[src/rtl/aes_round_sched.sv]
// Sequencer and round-robin arbiter for a single iterative AES round datapath.
// Owns the 128-bit cipher state and steps round keys 0..Nr for one block at a time.
module aes_round_sched #(
  parameter int NREQ = 2,
  parameter int IDW  = 3
) (
  input  logic              eph1,
  input  logic              reset_n,
  input  logic [NREQ-1:0]   req_valid,
  input  logic [NREQ*128-1:0] req_data,
  output logic [NREQ-1:0]   req_ready,
  input  logic              key_ready,
  input  logic [1:0]        key_size,
  output logic [3:0]        key_idx,
  input  logic [127:0]      round_key,
  output logic [127:0]      dp_in,
  output logic              dp_last,
  input  logic [127:0]      dp_out,
  output logic              busy,
  output logic              cfg_err,
  output logic              out_valid,
  input  logic              out_ready,
  output logic [127:0]      out_data,
  output logic [IDW-1:0]    out_id
);

  typedef enum logic [1:0] {IDLE, RUN, DONE} state_e;

  state_e              state_q, state_d;
  logic [127:0]        st_q, st_d;
  logic [3:0]          rnd_q, rnd_d;
  logic [3:0]          nr_q, nr_d;
  logic [IDW-1:0]      id_q, id_d;
  logic [IDW-1:0]      rr_q, rr_d;

  logic [(1<<IDW)-1:0] vld_ext;
  logic                gnt_found;
  logic [IDW-1:0]      gnt_idx;
  logic [127:0]        gnt_data;
  logic                grant;

  function automatic logic [IDW-1:0] wrap_idx(input logic [IDW-1:0] base, input int off);
    int s;
    s = int'(base) + off;
    if (s >= NREQ) s = s - NREQ;
    return IDW'(s);
  endfunction

  function automatic logic [3:0] nr_of(input logic [1:0] ks);
    case (ks)
      2'b01:   return 4'd12;
      2'b10:   return 4'd14;
      default: return 4'd10;
    endcase
  endfunction

  // Round-robin scan starting at rr_q, wrapping modulo NREQ
  always_comb begin
    vld_ext = '0;
    vld_ext[NREQ-1:0] = req_valid;
    gnt_found = 1'b0;
    gnt_idx   = '0;
    for (int i = 0; i < NREQ; i++) begin
      if (!gnt_found && vld_ext[wrap_idx(rr_q, i)]) begin
        gnt_found = 1'b1;
        gnt_idx   = wrap_idx(rr_q, i);
      end
    end
    gnt_data = '0;
    for (int j = 0; j < NREQ; j++) begin
      if (gnt_idx == IDW'(j)) gnt_data = req_data[j*128 +: 128];
    end
  end

  // Gated by reset_n so every output reads zero while reset is held
  assign grant = reset_n && (state_q == IDLE) && key_ready &&
                 (key_size != 2'b11) && gnt_found;

  assign dp_in = st_q;

  always_ff @(posedge eph1 or negedge reset_n) begin
    if (!reset_n) state_q <= IDLE;
    else          state_q <= state_d;
  end

  always_comb begin
    state_d = state_q;
    case (state_q)
      IDLE:    if (grant) state_d = RUN;
      RUN:     if (rnd_q == nr_q) state_d = DONE;
      DONE:    if (out_ready) state_d = IDLE;
      default: state_d = IDLE;
    endcase
  end

  always_comb begin
    req_ready = '0;
    key_idx   = 4'd0;
    dp_last   = 1'b0;
    busy      = 1'b0;
    cfg_err   = 1'b0;
    out_valid = 1'b0;
    out_data  = '0;
    out_id    = '0;
    case (state_q)
      IDLE: begin
        for (int j = 0; j < NREQ; j++) req_ready[j] = grant && (gnt_idx == IDW'(j));
        cfg_err = reset_n && (key_size == 2'b11) && (|req_valid);
      end
      RUN: begin
        key_idx = rnd_q;
        dp_last = (rnd_q == nr_q);
        busy    = 1'b1;
      end
      DONE: begin
        busy      = 1'b1;
        out_valid = 1'b1;
        out_data  = st_q;
        out_id    = id_q;
      end
      default: ;
    endcase
  end

  always_comb begin
    st_d  = st_q;
    rnd_d = rnd_q;
    nr_d  = nr_q;
    id_d  = id_q;
    rr_d  = rr_q;
    if (grant) begin
      st_d  = gnt_data ^ round_key;
      nr_d  = nr_of(key_size);
      id_d  = gnt_idx;
      rr_d  = (gnt_idx == IDW'(NREQ-1)) ? '0 : gnt_idx + 1'b1;
      rnd_d = 4'd1;
    end else if (state_q == RUN) begin
      st_d = dp_out;
      if (rnd_q != nr_q) rnd_d = rnd_q + 4'd1;
    end
  end

  always_ff @(posedge eph1 or negedge reset_n) begin
    if (!reset_n) begin
      st_q  <= '0;
      rnd_q <= 4'd0;
      nr_q  <= 4'd10;
      id_q  <= '0;
      rr_q  <= '0;
    end else begin
      st_q  <= st_d;
      rnd_q <= rnd_d;
      nr_q  <= nr_d;
      id_q  <= id_d;
      rr_q  <= rr_d;
    end
  end

endmodule
[config.mk]
export PLATFORM = sky130hd
export DESIGN_NAME = aes_round_sched
export DESIGN_NICKNAME = d
export VERILOG_FILES = /design/src/rtl/aes_round_sched.sv
export SDC_FILE = /design/constraint.sdc
export NUM_CORES = 1
export LEC_CHECK = 0
export BUFFER_PORTS_ARGS = -buffer_cell sky130_fd_sc_hd__buf_2
export CAP_MARGIN = 20
export CORE_AREA = 3 3 308 310
export CTS_BUF_LIST = sky130_fd_sc_hd__clkbuf_4 sky130_fd_sc_hd__clkbuf_8 sky130_fd_sc_hd__clkbuf_16
export DETAILED_ROUTE_END_ITERATION = 8
export DIE_AREA = 0 0 311 313
export MAX_ROUTING_LAYER = met4
export SYNTH_ARGS = -nofsm -noshare
export SYNTH_HDL_FRONTEND = slang
export SYNTH_SLANG_ARGS = --single-unit
[constraint.sdc]
create_clock -name eph1 -period 2.86 [get_ports eph1]
set_input_delay 0.286 -clock eph1 [delete_from_list [all_inputs] [get_ports eph1]]
set_output_delay 0.286 -clock eph1 [all_outputs]
set_load 0.01 [all_outputs]
==> results of run 1 <==
-- layer usage --
metal	vias up	share of wire [%]
met1	9628	41
met3	132	7.8
met4	0	3.4
met2	1026	48
met5	-	0
li1	9083	-
-- sequential cells by signal, summed over array words and instances, names as in the netlist --
register / count
dp_in: 128
id_q: 3
nr_q: 2
rnd_q: 4
rr_q: 3
state_q: 2
-- synthesized netlist by cell type, types with 3 or more instances --
| library cell | count |
|---|---|
| a21oi_1 | 127 |
| o31ai_2 | 53 |
| inv_1 | 9 |
| nor4_1 | 152 |
| buf_1 | 19 |
| buf_6 | 15 |
| a31oi_1 | 5 |
| dfrtp_1 | 141 |
| o221ai_1 | 126 |
| mux2i_1 | 3 |
| xor2_1 | 3 |
| and2_1 | 138 |
| nand2_1 | 257 |
| clkbuf_1 | 130 |
| o31ai_1 | 76 |
| nor2_1 | 7 |
| nand3_1 | 133 |
| nand2b_1 | 127 |
| nor4_2 | 100 |
| ha_1 | 9 |
| buf_2 | 47 |
| o31a_1 | 127 |
| buf_4 | 4 |
| o21ai_0 | 4 |
| mux2_2 | 130 |
-- timing repair --
item / in CTS / in global routing
pin swaps: 2 / 1
hold buffers: 1 / 0
endpoints found under the hold margin: 21 / 0
endpoints found under the setup margin: 2 / 2
setup buffers: 3 / 2
gates resized for setup: 7 / 7
-- power groups by stage --
stage          logic (mW)  registers (mW)  clock network (mW)
6_report             15.2            4.11                2.53
4_1_cts              15.1            4.11                2.66
3_3_place_gp         14.9            4.13                   0
2_1_floorplan        9.15            4.11                   0
3_5_place_dp         15.0            4.12                   0
5_1_grt              16.4            4.24                2.71
-- cells in the final DEF (no fill, tap or decap), types with 3 or more instances in the layout --
cell type and n:
o31ai_1 75, nor4_2 100, buf_12 36, nor2_1 6, xor2_1 3, o21ai_0 4
a31oi_1 5, nand2b_1 126, a21oi_1 127, or4_4 3, o31ai_2 53, nand3_1 133
o31a_1 126, buf_4 74, buf_6 3, nor4_1 152, mux2_2 130, clkbuf_16 17
ha_1 4, diode_2 12, and2_1 136, buf_2 785, ha_2 3, clkinv_2 3
mux2i_1 3, o221ai_1 126, dfrtp_1 140, nand2_1 256, inv_1 8, clkbuf_8 5
-- path summary, 6_finish.rpt --
path	from	end	slack [ns]	depth (start not counted)
min in group asynchronous	reset_n	rnd_q[0]	0.44	3
worst max register to register	rr_q[0]	dp_in[96]	0.19	7
max in group asynchronous	reset_n	dp_in[11]	1.26	4
worst min-delay path	round_key[87]	dp_in[87]	0.1	3
worst min register to register	id_q[1]	id_q[1]	0.51	1
worst max-delay path	rr_q[0]	req_ready[0]	0.15	6
-- metrics by stage --
step	utilization [%]	hold WS (ns)
CTS	24.6	0.0380
global placement	23.9	0.369
global route	24.7	0.0630
floorplan	-	-0.00959
detailed placement	23.9	0.375
finish	24.7	0.0980
-- cells by family after synthesis --
| group | after synthesis | synth area share (%) |
|---|---|---|
| AND/OR/NAND/NOR | 932 | 35.2 |
| AO/OA/AOI/OAI | 527 | 26.2 |
| buffers and inverters | 225 | 6.41 |
| flip-flops | 142 | 22.0 |
| multiplexers | 133 | 9.26 |
| adder cells (fa/ha/maj) | 9 | 0.698 |
| XOR/XNOR | 5 | 0.271 |
-- critical path, delay by kind of cell, from the launching register on --
kind | cells | cell delay, ns
and+or+nand+nor | 3 | 0.92
adders and majority gates | 1 | 0.35
buffers and inverters | 1 | 0.17
AOI/OAI and AO/OA | 1 | 0.06
DFF | 1 | 0.46
-- layout make-up --
| class | instances | area (sq um) | share of cell area, % |
|---|---|---|---|
| Multi-Input combinational cell | 1606 | 11700 | 51.4 |
| Timing Repair Buffer | 899 | 5250 | 23.1 |
| Sequential cell | 142 | 3560 | 15.7 |
| Tap cell | 1243 | 1560 | 6.86 |
| Clock buffer | 23 | 502 | 2.21 |
| Clock inverter | 9 | 108 | 0.474 |
| Inverter | 9 | 33.8 | 0.149 |
| Antenna cell | 12 | 30.0 | 0.132 |
==> metrics.txt, run 1 <==
Syn. warnings 0; sequential element share of the synthesized area 22.0%; DR WL/cell 20.9 um; number of fill cells ~10000; clk_skew 0.0228 ns; crit path DAT 2.43 ns; Yosys top cell by area dfrtp_1; max-cap violations 0; Slowest-stage cell, CP or4_4; Inst Count DP 3893; pwr dens 963 mW/mm^2; Pre-antenna DRT Iters 6; row count 111; final hold vios 0; non-filler instance count after layout approximately 3900; EDFF count, synth 0; dpl ws about 0.15 ns; ys flop type dfrtp_1; Req. time, crit path 2.57 ns; slew margin rel. 29.0%; global routing usage on met1 20.0%; GP Congestion 0.927; die area between 0.09 and 0.1 sq mm; Synth area leaders dfrtp_1 (22%), mux2_2 (9.1%), nor4_2 (7.8%), o31a_1 (6.9%), o221ai_1 (6.8%); Synthesized Nets 2502; Reg clk slew, reported paths ~0.070 ns; design area 0.0227 sq mm; Leakage 9.73 nW; share of power burned in registers between 10% and 20%; Mapped Avg Cell Area 8.18 sq um; largest net degree at the start of global routing 98; M3 GR Usage 3.60%; CTS root buf clkbuf_16; CP max stage delay 0.57 ns; I/O Buffers about 790; DRT iter0 DRCs about 1700; max-slew violation count 0; Tot GR Track Use between 10% and 20%; Gate power share 69.6%; core area approximately 0.092 sq mm; Final period util 94.9%; post-detailed-route count of antenna-violating nets 0; dpl cell area 0.0220 sq mm; total negative slack 0 ns; Post-Syn Area 0.0161 sq mm; distinct cell type count after synthesis 49; hpwl dp 62000 um; Power, Total roughly 22 mW; number of buffers created by CTS 17; Sw Ratio about half; Via density 5.04; P&R area growth vs syn 40.5%; outcome completed; GRT Max-Usage Layer met2; Clock power frac 11.6%; CP max FO 5; CTS tree yes; worst skew pair latency between 0.4 and 0.5 ns; first-pass GRT wire length 122000 um; CTS sink cnt 142; clk buf depth 2; Gate Count Post-Synth 1973; Final setup viols 0; share of cells above drive strength 1 46.2%; initial antenna violation count 16; fin crit period ~2.7 ns; crit path launch type flip-flop; Hold Path Class primary input to flip-flop; starting density of the core between 10% and 20%; fmax approximately 370 MHz; setup ws final 0.147 ns; DRT Wirelength 82400 um; I/O pin total 789; Worst-Margin Slew 1.07 ns; crit-path cells ha_2 -> or4_4 -> nand3_4 -> and2_4 -> a21oi_1 -> buf_2; flops & latches, synth 142; critical path class flip-flop to output port; CP endpoint kind output port; Async SR Flop Fraction 100%; Internal 11.0 mW; Psw 10.9 mW; Yosys top cell area share between 20 and 25%; die height 313 um; vias in the first global route 19200; GR Util met2 a little over a quarter; grt total ovfl 0; VDD IR-drop max 0.000896 V; Die W about 310 um; # nets final approximately 3200; vias 19900; Clock H-tree levels 4; DRC 0
Power figures use the tool's default switching activity.
==> run 2, diff against run 1 <==
clock period = 3 ns   (was 2.86 ns; I/O delays follow)
==> metrics.txt, run 2 (synthesized netlist as in run 1, its figures left out) <==
outcome completed; critical path class flip-flop to output port; Clock H-tree levels 4 (unchanged); Tot GR Track Use 16.7% (+0.055 points); CTS root buf clkbuf_16; vias 19800 (-0.56%); clk_skew 0.0166 ns (-0.00617 ns); crit-path cells ha_1 -> or4_4 -> nand3_4 -> and2_4 -> nor2_2 -> buf_4; vias in the first global route 19200 (-0.21%); pwr dens 917 mW/mm^2 (-4.8%); max-cap violations 0 (unchanged); # nets final 3180 (-0.75%); first-pass GRT wire length 122000 um (+0.24%); I/O pin total 789 (unchanged); largest net degree at the start of global routing 140 (+43%); final hold vios 0 (unchanged); post-detailed-route count of antenna-violating nets 0 (unchanged); Via density 5.04 (about the same); initial antenna violation count 19 (+3); most frequent cells in the layout buf_2 (785), nand2_1 (257), nor4_1 (152); hpwl dp 61400 um (-0.99%); CP max stage delay 0.57 ns (about the same); die area 0.0973 sq mm (unchanged); max-slew violation count 0 (unchanged); starting density of the core 17.6% (unchanged); fin crit period approximately 2.8 ns; crit path DAT 2.53 ns (+0.10 ns); Reg clk slew, reported paths 0.08 ns (about the same); Hold Path Class primary input to flip-flop; Leakage 9.60 nW (-1.4%); CTS tree yes; DRC 0 (unchanged); number of fill cells 10100 (-0.37%); slew margin rel. 39.5% (+10 points); fmax 353 MHz; clk buf depth 2 (unchanged); P&R area growth vs syn 39.1%; Req. time, crit path 2.70 ns (+0.13 ns); Final setup viols 0 (unchanged); max FFs per register 128 (unchanged); core area 0.0919 sq mm (unchanged); CP max FO 7 (+2); Pre-antenna DRT Iters 6 (unchanged); CP endpoint kind output port; die height 313 um (unchanged); share of cells above drive strength 1 45.5% (-0.64 points); Slowest-stage cell, CP or4_4; most common cell after layout, fill and taps aside buf_2; total negative slack 0 ns (unchanged); DR WL/cell 21.1 um (+0.82%); setup ws final 0.169 ns (+0.0217 ns); GP Congestion 0.911 (-1.8%); VDD IR-drop max 0.000971 V (+8.4%); Final period util a little over nine tenths; crit path launch type flip-flop; Worst-Margin Slew 0.908 ns (-0.157 ns); worst skew pair latency 0.51 ns (+0.02 ns); I/O Buffers 788 (unchanged); Die W 311 um (unchanged); RSZ-0062 raised after global routing false; row count 111 (unchanged); number of buffers created by CTS 17 (unchanged); dpl ws 0.304 ns (+0.152 ns); DRT Wirelength 82600 um (+0.20%); CTS sink cnt 142 (unchanged); grt total ovfl 0 (unchanged); DRT iter0 DRCs 1707 (+0.47%)
run 2: layout make-up:
type | count | area, sq um | area share [%]
clock inverters | 11 | 168 | 0.747
diodes | 14 | 35.0 | 0.156
inverters | 9 | 33.8 | 0.150
well taps | 1243 | 1560 | 6.93
clock buffers | 19 | 447 | 1.99
flip-flops and latches | 142 | 3560 | 15.8
multi-input cells | 1606 | 11600 | 51.9
repair buffers | 875 | 5010 | 22.3
run 2: metrics by stage:
stage / util (%) / area (sq um) / instances / hold WS (ns) / power (mW)
finish: 24.4 / 22500 / 3919 / 0.0953 / 20.6
global route: 24.4 / 22500 / 3918 / 0.0525 / 22.0
CTS: 24.4 / 22400 / 3905 / 0.0306 / 20.6
detailed placement: 23.6 / 21700 / 3871 / 0.354 / 18.0
global placement: 23.6 / 21700 / 3871 / 0.350 / 17.9
floorplan: - / 16100 / 1973 / 0.00441 / 12.6
run 2: timing repair:
action	CTS	global route
setup buffers	3	0
hold endpoints to repair	40	0
hold buffers	1	0
pin swaps	1	1
endpoints found under the setup margin	2	2
gates resized for setup	5	4
run 2: final timing paths:
check                      cells after the start            to  slack (ns)           from
max in group asynchronous                      4      dp_in[4]        1.33        reset_n
min reg2reg                                    2       nr_q[1]        0.50        nr_q[1]
max                                            6  req_ready[1]        0.17        rr_q[0]
min in group asynchronous                      3     dp_in[70]        0.41        reset_n
max reg2reg                                   10      dp_in[9]        0.27        rr_q[1]
min                                            3     dp_in[13]         0.1  round_key[13]
run 2: where the power goes:
group | total (mW) | switching (mW) | leakage (nW) | internal [mW]
logic | 14.2 | 8.27 | 7.58 | 5.91
clock network | 2.47 | 1.06 | 0.298 | 1.41
registers | 3.93 | 1.02 | 1.72 | 2.91
run 2: metal layers:
metal  share of wire [%]  global-route usage (%)  wire length (um)  vias to the layer above
li1                    -                       -                 -                     9022
met4                 3.4                    6.49              2820                        0
met5                   0                       -                 0                        -
met3                 8.0                    3.64              6600                      135
met2                  48                    27.3             39700                     1041
met1                  41                    20.0             33500                     9560
run 2: critical path: cells and delay by family (launching register included):
| kind | cells | cell delay (ns) |
|---|---|---|
| DFF | 1 | 0.47 |
| adders and majority gates | 1 | 0.41 |
| and+or+nand+nor | 4 | 0.98 |
| buffers and inverters | 1 | 0.17 |
